==> config.mk <==
export PLATFORM = sky130hd
export DESIGN_NAME = axil_lfsr_stream_gen_flat
export DESIGN_NICKNAME = d
export VERILOG_FILES = /design/src/rtl/axil_lfsr_stream_gen_pkg.sv /design/src/rtl/axil_lfsr_stream_gen_if.sv /design/src/rtl/axil_lfsr_stream_gen_lfsr_core.sv /design/src/rtl/axil_lfsr_stream_gen.sv /design/src/flat_wrapper.sv
export SDC_FILE = /design/constraint.sdc
export NUM_CORES = 1
export LEC_CHECK = 0
export ABC_AREA = 0
export BUFFER_PORTS_ARGS = -buffer_cell sky130_fd_sc_hd__buf_2
export CAP_MARGIN = 20
export CORE_MARGIN = 8
export CORE_UTILIZATION = 50
export DETAILED_ROUTE_END_ITERATION = 16
export HOLD_SLACK_MARGIN = 0.1
export PLACE_DENSITY = 0.78
export SYNTH_ARGS = -nofsm -noshare
export SYNTH_HDL_FRONTEND = slang
export SYNTH_SLANG_ARGS = --single-unit
==> constraint.sdc <==
create_clock -name aclk -period 5.5 [get_ports aclk]
set_input_delay 0.55 -clock aclk [delete_from_list [all_inputs] [get_ports aclk]]
set_output_delay 0.55 -clock aclk [all_outputs]
set_load 0.03 [all_outputs]
==> src/rtl/axil_lfsr_stream_gen_pkg.sv <==
// axil_lfsr_pkg: register map, CTRL bit indices, AXI response codes and generator FSM states
package axil_lfsr_pkg;

    localparam logic [31:0] ADDR_CTRL   = 32'h00;
    localparam logic [31:0] ADDR_SEED   = 32'h04;
    localparam logic [31:0] ADDR_TAPS   = 32'h08;
    localparam logic [31:0] ADDR_COUNT  = 32'h0C;
    localparam logic [31:0] ADDR_STATUS = 32'h10;
    localparam logic [31:0] ADDR_TOTAL  = 32'h14;

    localparam int CTRL_START = 0;
    localparam int CTRL_STOP  = 1;
    localparam int CTRL_MODE  = 2;
    localparam int CTRL_CONT  = 3;

    localparam logic [1:0] RESP_OKAY   = 2'b00;
    localparam logic [1:0] RESP_SLVERR = 2'b10;

    typedef enum logic [1:0] {IDLE, RUN, DRAIN} gen_state_t;

    // Writable addresses; TOTAL only exists when the stats counter is built in
    function automatic logic wr_addr_ok(input logic [31:0] a, input logic stats);
        return a == ADDR_CTRL || a == ADDR_SEED || a == ADDR_TAPS || a == ADDR_COUNT ||
               (stats && a == ADDR_TOTAL);
    endfunction

    // Readable addresses add the read-only STATUS register
    function automatic logic rd_addr_ok(input logic [31:0] a, input logic stats);
        return wr_addr_ok(a, stats) || a == ADDR_STATUS;
    endfunction

endpackage

==> src/rtl/axil_lfsr_stream_gen_if.sv <==
// axil_if / axis_if: AXI-Lite register bus and AXI-Stream beat bundles with master/slave views
interface axil_if #(
    parameter int AW = 5,
    parameter int DW = 32
);
    logic [AW-1:0] awaddr;
    logic          awvalid;
    logic          awready;
    logic [DW-1:0] wdata;
    logic          wvalid;
    logic          wready;
    logic [1:0]    bresp;
    logic          bvalid;
    logic          bready;
    logic [AW-1:0] araddr;
    logic          arvalid;
    logic          arready;
    logic [DW-1:0] rdata;
    logic [1:0]    rresp;
    logic          rvalid;
    logic          rready;

    modport slave (
        input  awaddr, awvalid, wdata, wvalid, bready, araddr, arvalid, rready,
        output awready, wready, bresp, bvalid, arready, rdata, rresp, rvalid
    );
    modport master (
        output awaddr, awvalid, wdata, wvalid, bready, araddr, arvalid, rready,
        input  awready, wready, bresp, bvalid, arready, rdata, rresp, rvalid
    );
endinterface

interface axis_if #(
    parameter int DW = 32
);
    logic [DW-1:0] tdata;
    logic          tvalid;
    logic          tlast;
    logic          tready;

    modport master (output tdata, tvalid, tlast, input tready);
    modport slave (input tdata, tvalid, tlast, output tready);
endinterface

==> src/rtl/axil_lfsr_stream_gen_lfsr_core.sv <==
// lfsr_core: combinational LFSR step, Fibonacci (mode 0) or Galois (mode 1), shared with checker-side PRBS logic
module lfsr_core #(
    parameter int LFSR_W = 8
) (
    input  logic [LFSR_W-1:0] state,
    input  logic [LFSR_W-1:0] taps,
    input  logic              mode,
    output logic [LFSR_W-1:0] next
);

    assign next = mode ? ((state >> 1) ^ ({LFSR_W{state[0]}} & taps))
                       : {state[LFSR_W-2:0], ^(state & taps)};

endmodule

==> src/rtl/axil_lfsr_stream_gen.sv <==
// axil_lfsr_stream_gen: AXI-Lite configured LFSR source streaming counted or free-run bursts; AXIL_LFSR_STATS_EN adds TOTAL at 0x14
module axil_lfsr_stream_gen
    import axil_lfsr_pkg::*;
#(
    parameter int          LFSR_W            = 8,
    parameter logic [31:0] TAPS_RST          = 32'h0000_00B8,
    parameter int          CNT_W             = 16,
    parameter int          C_AXIL_ADDR_WIDTH = 5,
    parameter int          C_AXIL_DATA_WIDTH = 32,
    parameter int          C_AXIS_DATA_WIDTH = 32
) (
    input logic    aclk,
    input logic    areset,
    axil_if.slave  s_axi,
    axis_if.master m_axis
);

`ifdef AXIL_LFSR_STATS_EN
    localparam logic STATS_EN = 1'b1;
`else
    localparam logic STATS_EN = 1'b0;
`endif

    localparam logic [LFSR_W-1:0] TAPS_INIT = TAPS_RST[LFSR_W-1:0];

    logic [C_AXIL_ADDR_WIDTH-1:0] aw_addr_q, aw_addr_d;
    logic [C_AXIL_DATA_WIDTH-1:0] w_data_q, w_data_d, rdata_q, rdata_d;
    logic                         aw_held_q, aw_held_d, w_held_q, w_held_d;
    logic                         awready_q, awready_d, wready_q, wready_d;
    logic                         bvalid_q, bvalid_d, arready_q, arready_d, rvalid_q, rvalid_d;
    logic [1:0]                   bresp_q, bresp_d, rresp_q, rresp_d;
    logic [LFSR_W-1:0]            seed_q, seed_d, taps_q, taps_d, run_taps_q, run_taps_d;
    logic [LFSR_W-1:0]            lfsr_q, lfsr_d, lfsr_nx;
    logic [CNT_W-1:0]             count_q, count_d, run_count_q, run_count_d, beats_q, beats_d;
    logic                         mode_q, mode_d, cont_q, cont_d, cfg_err_q, cfg_err_d;
    logic                         run_mode_q, run_mode_d, run_cont_q, run_cont_d;
    logic                         tvalid_q, tvalid_d, tlast_q, tlast_d;
    gen_state_t                   state_q, state_d;

    logic [31:0] wa, ra, rd_val, total_rd;
    logic        aw_hs, w_hs, ar_hs, s_hs, commit, wr_ok, wr_ctrl, start_p, stop_p, go, bad;
    logic        unused_wdata;

    assign wa           = 32'(aw_addr_q);
    assign ra           = 32'(s_axi.araddr);
    assign commit       = aw_held_q && w_held_q && !bvalid_q;
    assign wr_ok        = wr_addr_ok(wa, STATS_EN);
    assign wr_ctrl      = commit && wa == ADDR_CTRL;
    assign start_p      = wr_ctrl && w_data_q[CTRL_START];
    assign stop_p       = wr_ctrl && w_data_q[CTRL_STOP];
    assign s_hs         = tvalid_q && m_axis.tready;
    assign unused_wdata = ^w_data_q;

    // AW/W skid capture, single write response, and one-deep registered read path
    always_comb begin
        aw_hs     = s_axi.awvalid && awready_q;
        w_hs      = s_axi.wvalid && wready_q;
        ar_hs     = s_axi.arvalid && arready_q;
        awready_d = s_axi.awvalid && !awready_q && !aw_held_q && !bvalid_q;
        wready_d  = s_axi.wvalid && !wready_q && !w_held_q && !bvalid_q;
        aw_held_d = !commit && (aw_held_q || aw_hs);
        w_held_d  = !commit && (w_held_q || w_hs);
        aw_addr_d = aw_hs ? s_axi.awaddr : aw_addr_q;
        w_data_d  = w_hs ? s_axi.wdata : w_data_q;
        bvalid_d  = commit || (bvalid_q && !s_axi.bready);
        bresp_d   = commit ? (wr_ok ? RESP_OKAY : RESP_SLVERR) : bresp_q;
        rd_val    = (ra == ADDR_CTRL)   ? {28'd0, cont_q, mode_q, 2'b00} :
                    (ra == ADDR_SEED)   ? 32'(seed_q) :
                    (ra == ADDR_TAPS)   ? 32'(taps_q) :
                    (ra == ADDR_COUNT)  ? 32'(count_q) :
                    (ra == ADDR_STATUS) ? {30'd0, cfg_err_q, state_q != IDLE} :
                    (ra == ADDR_TOTAL)  ? total_rd : 32'd0;
        rvalid_d  = ar_hs || (rvalid_q && !s_axi.rready);
        arready_d = !rvalid_d;
        rdata_d   = ar_hs ? C_AXIL_DATA_WIDTH'(rd_val) : rdata_q;
        rresp_d   = ar_hs ? (rd_addr_ok(ra, STATS_EN) ? RESP_OKAY : RESP_SLVERR) : rresp_q;
    end

    // Configuration registers, updated only by an OKAY write commit
    always_comb begin
        mode_d  = wr_ctrl ? w_data_q[CTRL_MODE] : mode_q;
        cont_d  = wr_ctrl ? w_data_q[CTRL_CONT] : cont_q;
        seed_d  = (commit && wa == ADDR_SEED) ? w_data_q[LFSR_W-1:0] : seed_q;
        taps_d  = (commit && wa == ADDR_TAPS) ? w_data_q[LFSR_W-1:0] : taps_q;
        count_d = (commit && wa == ADDR_COUNT) ? w_data_q[CNT_W-1:0] : count_q;
    end

    lfsr_core #(.LFSR_W(LFSR_W)) u_core (
        .state (lfsr_q),
        .taps  (run_taps_q),
        .mode  (run_mode_q),
        .next  (lfsr_nx)
    );

    // Burst FSM: START snapshots config, each handshake steps the LFSR, STOP drains the pending beat
    always_comb begin
        state_d     = state_q;
        lfsr_d      = s_hs ? lfsr_nx : lfsr_q;
        beats_d     = s_hs ? beats_q + 1'b1 : beats_q;
        run_mode_d  = run_mode_q;
        run_cont_d  = run_cont_q;
        run_taps_d  = run_taps_q;
        run_count_d = run_count_q;
        cfg_err_d   = cfg_err_q;
        go          = state_q == IDLE && start_p && !stop_p;
        bad         = seed_q == '0 || (!cont_d && count_q == '0);
        if (state_q == IDLE) begin
            if (go) begin
                cfg_err_d = bad;
                if (!bad) begin
                    state_d     = RUN;
                    lfsr_d      = seed_q;
                    beats_d     = '0;
                    run_mode_d  = mode_d;
                    run_cont_d  = cont_d;
                    run_taps_d  = taps_q;
                    run_count_d = count_q;
                end
            end
        end else if (state_q == RUN) begin
            if (s_hs && (tlast_q || stop_p)) state_d = IDLE;
            else if (!s_hs && stop_p) state_d = DRAIN;
        end else if (s_hs) begin
            state_d = IDLE;
        end
        tvalid_d = state_d != IDLE;
        tlast_d  = tvalid_d && !run_cont_d && beats_d == run_count_d - 1'b1;
    end

    // State registers; async reset drops tvalid immediately
    always_ff @(posedge aclk or posedge areset) begin
        if (areset) begin
            aw_addr_q   <= '0;
            w_data_q    <= '0;
            aw_held_q   <= 1'b0;
            w_held_q    <= 1'b0;
            awready_q   <= 1'b0;
            wready_q    <= 1'b0;
            bvalid_q    <= 1'b0;
            bresp_q     <= RESP_OKAY;
            arready_q   <= 1'b0;
            rvalid_q    <= 1'b0;
            rdata_q     <= '0;
            rresp_q     <= RESP_OKAY;
            seed_q      <= LFSR_W'(1);
            taps_q      <= TAPS_INIT;
            count_q     <= CNT_W'(1);
            mode_q      <= 1'b0;
            cont_q      <= 1'b0;
            cfg_err_q   <= 1'b0;
            state_q     <= IDLE;
            lfsr_q      <= '0;
            beats_q     <= '0;
            run_mode_q  <= 1'b0;
            run_cont_q  <= 1'b0;
            run_taps_q  <= TAPS_INIT;
            run_count_q <= CNT_W'(1);
            tvalid_q    <= 1'b0;
            tlast_q     <= 1'b0;
        end else begin
            aw_addr_q   <= aw_addr_d;
            w_data_q    <= w_data_d;
            aw_held_q   <= aw_held_d;
            w_held_q    <= w_held_d;
            awready_q   <= awready_d;
            wready_q    <= wready_d;
            bvalid_q    <= bvalid_d;
            bresp_q     <= bresp_d;
            arready_q   <= arready_d;
            rvalid_q    <= rvalid_d;
            rdata_q     <= rdata_d;
            rresp_q     <= rresp_d;
            seed_q      <= seed_d;
            taps_q      <= taps_d;
            count_q     <= count_d;
            mode_q      <= mode_d;
            cont_q      <= cont_d;
            cfg_err_q   <= cfg_err_d;
            state_q     <= state_d;
            lfsr_q      <= lfsr_d;
            beats_q     <= beats_d;
            run_mode_q  <= run_mode_d;
            run_cont_q  <= run_cont_d;
            run_taps_q  <= run_taps_d;
            run_count_q <= run_count_d;
            tvalid_q    <= tvalid_d;
            tlast_q     <= tlast_d;
        end
    end

`ifdef AXIL_LFSR_STATS_EN
    logic [31:0] total_q, total_d;

    // Wrapping count of accepted beats; any write to TOTAL clears it
    always_comb begin
        total_d = (commit && wa == ADDR_TOTAL) ? 32'd0 : total_q + 32'(s_hs);
    end

    // Beat counter register
    always_ff @(posedge aclk or posedge areset) begin
        if (areset) total_q <= '0;
        else total_q <= total_d;
    end

    assign total_rd = total_q;
`else
    assign total_rd = 32'd0;
`endif

    assign s_axi.awready = awready_q;
    assign s_axi.wready  = wready_q;
    assign s_axi.bvalid  = bvalid_q;
    assign s_axi.bresp   = bresp_q;
    assign s_axi.arready = arready_q;
    assign s_axi.rvalid  = rvalid_q;
    assign s_axi.rdata   = rdata_q;
    assign s_axi.rresp   = rresp_q;
    assign m_axis.tdata  = C_AXIS_DATA_WIDTH'(lfsr_q);
    assign m_axis.tvalid = tvalid_q;
    assign m_axis.tlast  = tlast_q;

endmodule

==> src/flat_wrapper.sv <==
// flat-port wrapper written by rule: the top's interface ports become plain ports
module axil_lfsr_stream_gen_flat import axil_lfsr_pkg::*;
#(
    parameter int          LFSR_W            = 8,
    parameter logic [31:0] TAPS_RST          = 32'h0000_00B8,
    parameter int          CNT_W             = 16,
    parameter int          C_AXIL_ADDR_WIDTH = 5,
    parameter int          C_AXIL_DATA_WIDTH = 32,
    parameter int          C_AXIS_DATA_WIDTH = 32
)
  (aclk, areset, s_axi_awaddr, s_axi_awvalid, s_axi_wdata, s_axi_wvalid, s_axi_bready, s_axi_araddr, s_axi_arvalid, s_axi_rready, s_axi_awready, s_axi_wready, s_axi_bresp, s_axi_bvalid, s_axi_arready, s_axi_rdata, s_axi_rresp, s_axi_rvalid, m_axis_tdata, m_axis_tvalid, m_axis_tlast, m_axis_tready);
  axil_if #(.AW(5), .DW(32)) s_axi_i ();
  axis_if #(.DW(32)) m_axis_i ();
  input logic aclk;
  input logic areset;
  input wire logic [$bits(s_axi_i.awaddr)-1:0] s_axi_awaddr;
  input wire logic [$bits(s_axi_i.awvalid)-1:0] s_axi_awvalid;
  input wire logic [$bits(s_axi_i.wdata)-1:0] s_axi_wdata;
  input wire logic [$bits(s_axi_i.wvalid)-1:0] s_axi_wvalid;
  input wire logic [$bits(s_axi_i.bready)-1:0] s_axi_bready;
  input wire logic [$bits(s_axi_i.araddr)-1:0] s_axi_araddr;
  input wire logic [$bits(s_axi_i.arvalid)-1:0] s_axi_arvalid;
  input wire logic [$bits(s_axi_i.rready)-1:0] s_axi_rready;
  output wire logic [$bits(s_axi_i.awready)-1:0] s_axi_awready;
  output wire logic [$bits(s_axi_i.wready)-1:0] s_axi_wready;
  output wire logic [$bits(s_axi_i.bresp)-1:0] s_axi_bresp;
  output wire logic [$bits(s_axi_i.bvalid)-1:0] s_axi_bvalid;
  output wire logic [$bits(s_axi_i.arready)-1:0] s_axi_arready;
  output wire logic [$bits(s_axi_i.rdata)-1:0] s_axi_rdata;
  output wire logic [$bits(s_axi_i.rresp)-1:0] s_axi_rresp;
  output wire logic [$bits(s_axi_i.rvalid)-1:0] s_axi_rvalid;
  output wire logic [$bits(m_axis_i.tdata)-1:0] m_axis_tdata;
  output wire logic [$bits(m_axis_i.tvalid)-1:0] m_axis_tvalid;
  output wire logic [$bits(m_axis_i.tlast)-1:0] m_axis_tlast;
  input wire logic [$bits(m_axis_i.tready)-1:0] m_axis_tready;
  assign s_axi_i.awaddr = s_axi_awaddr;
  assign s_axi_i.awvalid = s_axi_awvalid;
  assign s_axi_i.wdata = s_axi_wdata;
  assign s_axi_i.wvalid = s_axi_wvalid;
  assign s_axi_i.bready = s_axi_bready;
  assign s_axi_i.araddr = s_axi_araddr;
  assign s_axi_i.arvalid = s_axi_arvalid;
  assign s_axi_i.rready = s_axi_rready;
  assign s_axi_awready = s_axi_i.awready;
  assign s_axi_wready = s_axi_i.wready;
  assign s_axi_bresp = s_axi_i.bresp;
  assign s_axi_bvalid = s_axi_i.bvalid;
  assign s_axi_arready = s_axi_i.arready;
  assign s_axi_rdata = s_axi_i.rdata;
  assign s_axi_rresp = s_axi_i.rresp;
  assign s_axi_rvalid = s_axi_i.rvalid;
  assign m_axis_tdata = m_axis_i.tdata;
  assign m_axis_tvalid = m_axis_i.tvalid;
  assign m_axis_tlast = m_axis_i.tlast;
  assign m_axis_i.tready = m_axis_tready;
  axil_lfsr_stream_gen #(.LFSR_W(LFSR_W), .TAPS_RST(TAPS_RST), .CNT_W(CNT_W), .C_AXIL_ADDR_WIDTH(C_AXIL_ADDR_WIDTH), .C_AXIL_DATA_WIDTH(C_AXIL_DATA_WIDTH), .C_AXIS_DATA_WIDTH(C_AXIS_DATA_WIDTH)) u_core (.aclk(aclk), .areset(areset), .s_axi(s_axi_i), .m_axis(m_axis_i));
endmodule
==> results of run 1 <==
[synth_stat cells (2+ instances only)]
| cell type | n | area, um^2 |
|---|---|---|
| dfrtp_1 | 124 | 3100 |
| nand2_1 | 109 | 409 |
| mux2_2 | 61 | 687 |
| nor2_1 | 44 | 165 |
| buf_4 | 43 | 323 |
| xnor2_1 | 32 | 280 |
| a21oi_1 | 28 | 140 |
| o21ai_0 | 27 | 135 |
| clkbuf_1 | 21 | 78.8 |
| inv_1 | 17 | 63.8 |
| xor2_1 | 16 | 140 |
| nor4_1 | 15 | 93.8 |
| nand3_1 | 14 | 70.1 |
| nor3_1 | 14 | 70.1 |
| dfstp_2 | 11 | 289 |
| mux2i_1 | 10 | 100 |
| a22o_1 | 9 | 78.8 |
| o21a_1 | 8 | 60.1 |
| a211oi_1 | 7 | 52.6 |
| nand4_1 | 7 | 43.8 |
| nand2b_1 | 6 | 37.5 |
| or3_1 | 5 | 31.3 |
| xnor3_1 | 5 | 113 |
| a22oi_1 | 4 | 30.0 |
| o211ai_1 | 4 | 30.0 |
| a21o_1 | 3 | 22.5 |
| a31oi_1 | 3 | 18.8 |
| and3_1 | 3 | 18.8 |
| buf_1 | 3 | 11.3 |
| nand3b_1 | 3 | 22.5 |
| nor2b_1 | 3 | 18.8 |
| nor3_2 | 3 | 30.0 |
| a211o_1 | 2 | 17.5 |
| ha_1 | 2 | 25.0 |
| nor4b_1 | 2 | 17.5 |
| o221ai_1 | 2 | 17.5 |
| or2_2 | 2 | 12.5 |
| or4_1 | 2 | 15.0 |
[metrics by stage]
| step | instance area [um^2] | instances |
|---|---|---|
| floorplan | 7290 | 738 |
| global placement | 7480 | 921 |
| detailed placement | 7480 | 921 |
| CTS | 8040 | 953 |
| global route | 8040 | 953 |
| finish | 8040 | 953 |
[metal layers]
metal,GRT usage,vias to the layer above
li1,-,2476
met1,0.238,2560
met2,0.294,188
met3,0.0471,32
met4,0.0864,0
met5,0,-
[layout make-up]
class	instances	area, um^2	area share
sequential	135	3390	0.422
clock buffer	27	483	0.0601
inverter	17	66.3	0.00825
tap	180	225	0.0280
clock inverter	5	77.6	0.00965
timing repair buffer	71	368	0.0458
multi-input combinational	518	3420	0.426
[where the power goes]
part | switching (mW) | internal (mW) | leakage, nW | total (mW)
Sequential | 0.261 | 1.23 | 1.76 | 1.49
Combinational | 0.462 | 0.364 | 1.83 | 0.826
Clock | 0.402 | 0.689 | 0.270 | 1.09
Total | 1.12 | 2.28 | 3.85 | 3.41
[logic make-up (layout without fill, tap and decap cells)]
kind of cell / after synthesis / count (layout) / share of synthesized area
flops: 135 / 135 / 0.476
simple gates: 241 / 241 / 0.161
compound gates: 108 / 108 / 0.104
mux: 71 / 71 / 0.110
other cells: 1 / 42 / 0.000526
buf+inv: 85 / 120 / 0.0675
xor+xnor: 54 / 54 / 0.0781
fa+ha+maj: 2 / 2 / 0.00351
[cell usage in the layout (no fill, tap or decap), types with 17 or more instances in the layout]
cell,count
buf_2,66
conb_1,42
nand2_1,109
a21oi_1,28
nor2_1,44
dfrtp_1,124
mux2_2,61
clkbuf_16,17
o21ai_0,27
xnor2_1,32
[registers in the layout, summed over array words and instances (netlist names), 2 cells and up]
signal	cells
u_core.run_taps_q	8
u_core.aw_addr_q	5
u_core.taps_q	8
u_core.seed_q	8
u_core.beats_q	16
u_core.count_q	16
u_core.state_q	2
u_core.s_axi.rdata	16
u_core.run_count_q	16
u_core.lfsr_q	8
u_core.w_data_q	16
[how the worst min path moves through the flow]
stage	cells after the start	end	slack (ns)
6_report	2	u_core.s_axi.bvalid	0.31
5_1_grt	2	u_core.s_axi.bvalid	0.31
4_1_cts	2	u_core.s_axi.bvalid	0.30
3_5_place_dp	2	u_core.run_taps_q[7]	0.46
3_3_place_gp	2	u_core.run_taps_q[7]	0.46
2_1_floorplan	2	u_core.run_taps_q[7]	0.44
[worst register-to-register path: stages (launching register included)]
cell and delay [ns]:
dfrtp_1 0.40, or4_4 0.60, nor3_2 0.36, and2_0 0.48, nand2b_1 0.42, a21oi_1 0.35, ha_1 0.30, xnor2_1 0.13
or3_1 0.30, a211o_1 0.26, nor4_1 0.27
==> impl_metrics.json, run 1 <==
{
  "chipWidth_um": 135,
  "top_layer": "met4",
  "gp_congestion": 0.890,
  "max_slew.worst_pin.slew_ns": 1.05,
  "setup_viol": 0,
  "hold_start": "s_axi_bready",
  "setup_tns_ns": 0,
  "crit_path_start": "u_core.aw_addr_q[4]",
  "viasPerCell": 5.52,
  "dr.first_iter.drc_count": 364,
  "crit_family": "simple AND/OR/NAND/NOR gates",
  "status": "completed",
  "cts_setup_buffers": 0,
  "hold_viol": 0,
  "fin_nets": 812,
  "max_freq_ghz": 0.250,
  "grt_usage": 0.187,
  "rows": 43,
  "pre_cts_ws_ns": 1.55,
  "timing.rr.start": "u_core.aw_addr_q[4]",
  "area_delta_synth_final_pct": 12.7,
  "grt_pass1_wl_um": 27200,
  "clock-root-buffer": "clkbuf_16",
  "final_max_slew_viol_count": 0,
  "path_clk_slew_ns": 0.06,
  "crit_path_cell_trace": "or4_4 -> nor3_2 -> and2_0 -> nand2b_1 -> a21oi_1 -> ha_1 -> xnor2_1 -> or3_1 -> a211o_1 -> nor4_1",
  "power_mw": 3.41,
  "reg2reg_depth": 10,
  "die_y_um": 135,
  "start_util": 0.512,
  "drc": 0,
  "cts_hold_buf": 0,
  "ctsHtreeMaxLevel": 4,
  "crit_required_ns": 5.81,
  "timing.final.crit_share": 0.728,
  "synth_area_per_cell_um2": 10.2,
  "met2_length_um": 7630,
  "num_antenna_cells": 0,
  "core_um2": 13900,
  "syn_inst": 697,
  "fill_cells": 1191,
  "cts_resized": 0,
  "layout_min_cycle_time_ns": 4.00,
  "ir_drop_uv": 321,
  "critPathCaptureType": "flip-flop",
  "numCtsBuffers": 17,
  "netlist_area_um2": 7130,
  "wl_per_cell_um": 17.2,
  "drt_first_pass_iters": 5,
  "die_area_um2": 18300,
  "power.density_nw_per_um2": 424,
  "slowest_stage": "or4_4",
  "path_max_fanout": 12,
  "synth_edf_count": 0,
  "cts_tree": "built",
  "vias": 5256,
  "ys_ff_latch": 135,
  "cellLeakagePower_nw": 3.85,
  "clock_skew_ns": 0.00920,
  "rsz0062_at_grt": "no",
  "grt_pass1_vias": 5370,
  "grt_antenna_before_repair": 0,
  "place.detailed.hpwl_um": 11700,
  "maxSlewHeadroom": 0.295,
  "synth_flop_cell": "dfrtp_1",
  "m1WireLength_um": 7170,
  "portBuffers": 66,
  "synthArstFlopShare": 1.00,
  "ant_nets": 0,
  "clock_path_buffers": 2,
  "maxCapViolations": 0,
  "yosysWarnings": 0,
  "worstSkewPairLatency_ns": 0.42,
  "met3_wirelength_um": 1210,
  "grt_remaining_overflow": 0,
  "routed_wl_um": 16400,
  "timing.rr.end": "u_core.m_axis.tlast",
  "r2r_slack_ns": 1.50,
  "hold_class": "input pin to flip-flop",
  "crit_type": "flip-flop to flip-flop",
  "boundaryPins": 125,
  "synth_cell_types": 61,
  "endpoint": "u_core.m_axis.tlast",
  "slowest_delay_ns": 0.60,
  "cp_data_arrival_time_ns": 4.31,
  "cts.sinks": 135,
  "grt_max_degree": 76,
  "seq_area_frac_synth": 0.476,
  "path_buf_inv": 0,
  "start_kind": "flip-flop",
  "whs_ns": 0.308,
  "drive_gt1_frac": 0.234,
  "path_depth": 10,
  "setup_ws_ns": 1.50,
  "finalCoreUtilization": 0.577
}
(Power assumes the default switching activity.)
==> run 2: changes to the inputs <==
- ABC_AREA: 0 -> 1
- PLACE_DENSITY: 0.78 -> 0.8
- clock period: 5.5 -> 3.5 ns (I/O delays scaled with it)
==> impl_metrics.json, run 2 <==
{
  "viasPerCell": 4.96,
  "m1WireLength_um": 7640,
  "rows": 44,
  "critPathCaptureType": "flip-flop",
  "grt_pass1_wl_um": 27500,
  "final_common_cell": "nand2_1",
  "netlist_area_um2": 7300,
  "maxCapViolations": 0,
  "die_y_um": 137,
  "path_max_fanout": 20,
  "max_freq_ghz": 0.332,
  "grt_remaining_overflow": 0,
  "chipWidth_um": 137,
  "finalCoreUtilization": 0.572,
  "cts_tree": "built",
  "yosys.area.top_type": "dfrtp_1",
  "cts_setup_buffers": 0,
  "synthArstFlopShare": 1.00,
  "drc": 0,
  "hold_class": "input pin to async pin",
  "layout_common_cells": "nand2_1, inv_1, dfrtp_1, o21ai_0, nor2_1",
  "setup_tns_ns": 0,
  "start_kind": "flip-flop",
  "clock-root-buffer": "clkbuf_16",
  "seq_area_frac_synth": 0.464,
  "synth_edf_count": 0,
  "rsz0062_at_grt": "no",
  "portBuffers": 66,
  "core_um2": 14400,
  "synth_area_leaders": "dfrtp_1, nand2_1, inv_1, o21ai_0, buf_4",
  "routed_wl_um": 16700,
  "synth_flop_cell": "dfrtp_1",
  "yosysWarnings": 0,
  "gp_congestion": 0.903,
  "clock_path_buffers": 2,
  "drt_first_pass_iters": 5,
  "dr.first_iter.drc_count": 441,
  "clock_skew_ns": 0.00552,
  "synth_common_cells": "nand2_1, inv_1, dfrtp_1, o21ai_0, nor2_1",
  "synth_cell_types": 41,
  "vias": 6087,
  "layout_min_cycle_time_ns": 3.02,
  "die_area_um2": 18700,
  "maxSlewHeadroom": 0.426,
  "start_util": 0.506,
  "status": "completed",
  "top_layer": "met4",
  "syn_inst": 959,
  "max_slew.worst_pin.slew_ns": 0.860,
  "fin_nets": 1081,
  "grt_usage": 0.183,
  "ir_drop_uv": 418,
  "worstSkewPairLatency_ns": 0.42,
  "boundaryPins": 125,
  "synth_top_area_frac": 0.425,
  "path_clk_slew_ns": 0.06,
  "ys_ff_latch": 135,
  "synthMostInstantiatedCell": "nand2_1",
  "cts.sinks": 135,
  "grt_max_degree": 52,
  "setup_viol": 0,
  "crit_type": "flip-flop to flip-flop",
  "drive_gt1_frac": 0.148,
  "grt_antenna_before_repair": 0,
  "crit_required_ns": 3.84,
  "cellLeakagePower_nw": 4.43,
  "met2_length_um": 7730,
  "num_antenna_cells": 0,
  "final_max_slew_viol_count": 0,
  "timing.final.crit_share": 0.862,
  "met3_wirelength_um": 867,
  "place.detailed.hpwl_um": 12300,
  "numCtsBuffers": 17,
  "area_delta_synth_final_pct": 13.1,
  "synth_area_per_cell_um2": 7.62,
  "grt_pass1_vias": 5846,
  "cp_data_arrival_time_ns": 3.36,
  "ant_nets": 0,
  "power.density_nw_per_um2": 701,
  "hold_viol": 0,
  "ctsHtreeMaxLevel": 4,
  "wl_per_cell_um": 13.6
}
run 2: changes by cell type after synthesis, sizes merged, moves of 9 or more:
cell   delta
o22ai     +9
nor4     -13
nor3     -10
inv     +117
nor2     +42
mux2i     -9
a22o      -9
xnor2    -24
nand2   +176
mux2     -61
nand3    +56
o21ai    +59
run 2: layer usage:
metal / vias to the layer above / global-route usage
met4: 0 / 0.0827
met2: 161 / 0.289
li1: 3081 / -
met5: - / 0
met3: 32 / 0.0374
met1: 2813 / 0.238
run 2: path summary, 6_finish.rpt:
kind                       slack [ns]                 start               endpoint  depth (start not counted)
min in group aclk                0.12       s_axi_awaddr[0]    u_core.aw_addr_q[0]                          3
hold / removal                    0.1                areset     u_core.w_data_q[6]                          2
setup / recovery                 0.48   u_core.aw_addr_q[4]    u_core.m_axis.tlast                         22
max in group asynchronous        2.51                areset  u_core.s_axi.rdata[8]                          3
setup reg to reg                 0.48   u_core.aw_addr_q[4]    u_core.m_axis.tlast                         22
hold reg to reg                  0.45  u_core.s_axi.awready   u_core.s_axi.awready                          1
run 2: through the flow:
| step | total power [mW] | hold slack, ns | area (um^2) | setup WS [ns] | instances |
|---|---|---|---|---|---|
| final | 5.79 | 0.0995 | 8260 | 0.485 | 1226 |
| after global routing | 6.17 | 0.122 | 8260 | 0.102 | 1226 |
| after CTS | 5.77 | 0.113 | 8220 | 0.278 | 1225 |
| after detailed placement | 4.01 | 0.444 | 7630 | 0.314 | 1192 |
| after global placement | 3.95 | 0.442 | 7630 | 0.370 | 1192 |
| after floorplan | 3.60 | 0.446 | 7460 | 0.847 | 1000 |
run 2: where the power goes:
| part | switching (mW) | internal, mW |
|---|---|---|
| clock | 0.639 | 1.10 |
| combinational | 1.22 | 0.563 |
| sequential | 0.303 | 1.96 |
| total | 2.16 | 3.63 |
run 2: logic make-up after synthesis:
family | after synthesis | share of synthesized area
other | 1 | 0.000513
XOR/XNOR | 20 | 0.0240
AND/OR/NAND/NOR | 465 | 0.280
multiplexers | 1 | 0.00137
adder cells (fa/ha/maj) | 2 | 0.00343
flip-flops | 135 | 0.464
AO/OA/AOI/OAI | 132 | 0.0949
buffers and inverters | 203 | 0.131
run 2: what timing repair did:
| item | CTS | global route |
|---|---|---|
| hold buffers | 1 | 0 |
| hold endpoints to repair | 1 | 0 |
| resized for setup | 0 | 3 |
| setup endpoints to repair | 0 | 1 |
run 2: cell type report:
class                   count  area (um^2)
multi-input cells         662         3120
repair buffers             75          412
well taps                 184          230
flip-flops and latches    135         3390
clock inverters             8         97.6
fillers                  1303         6170
clock buffers              24          482
inverters                 138          522
run 2: worst max-delay path, stage by stage (launching register included):
cell,delay [ns]
dfrtp_1,0.37
inv_1,0.11
nand2_1,0.07
nor2_1,0.17
nand3_4,0.15
nand2_2,0.11
nand3_4,0.17
nand2_8,0.20
nand2_1,0.09
nand2_1,0.17
inv_1,0.07
ha_1,0.32
nand3_1,0.09
nand2_1,0.05
nor2_1,0.09
nand2_1,0.07
nor2_1,0.10
nand3_1,0.09
nor2_1,0.11
nand2_1,0.06
nor2_1,0.09
nand2_1,0.05
nor2_1,0.12
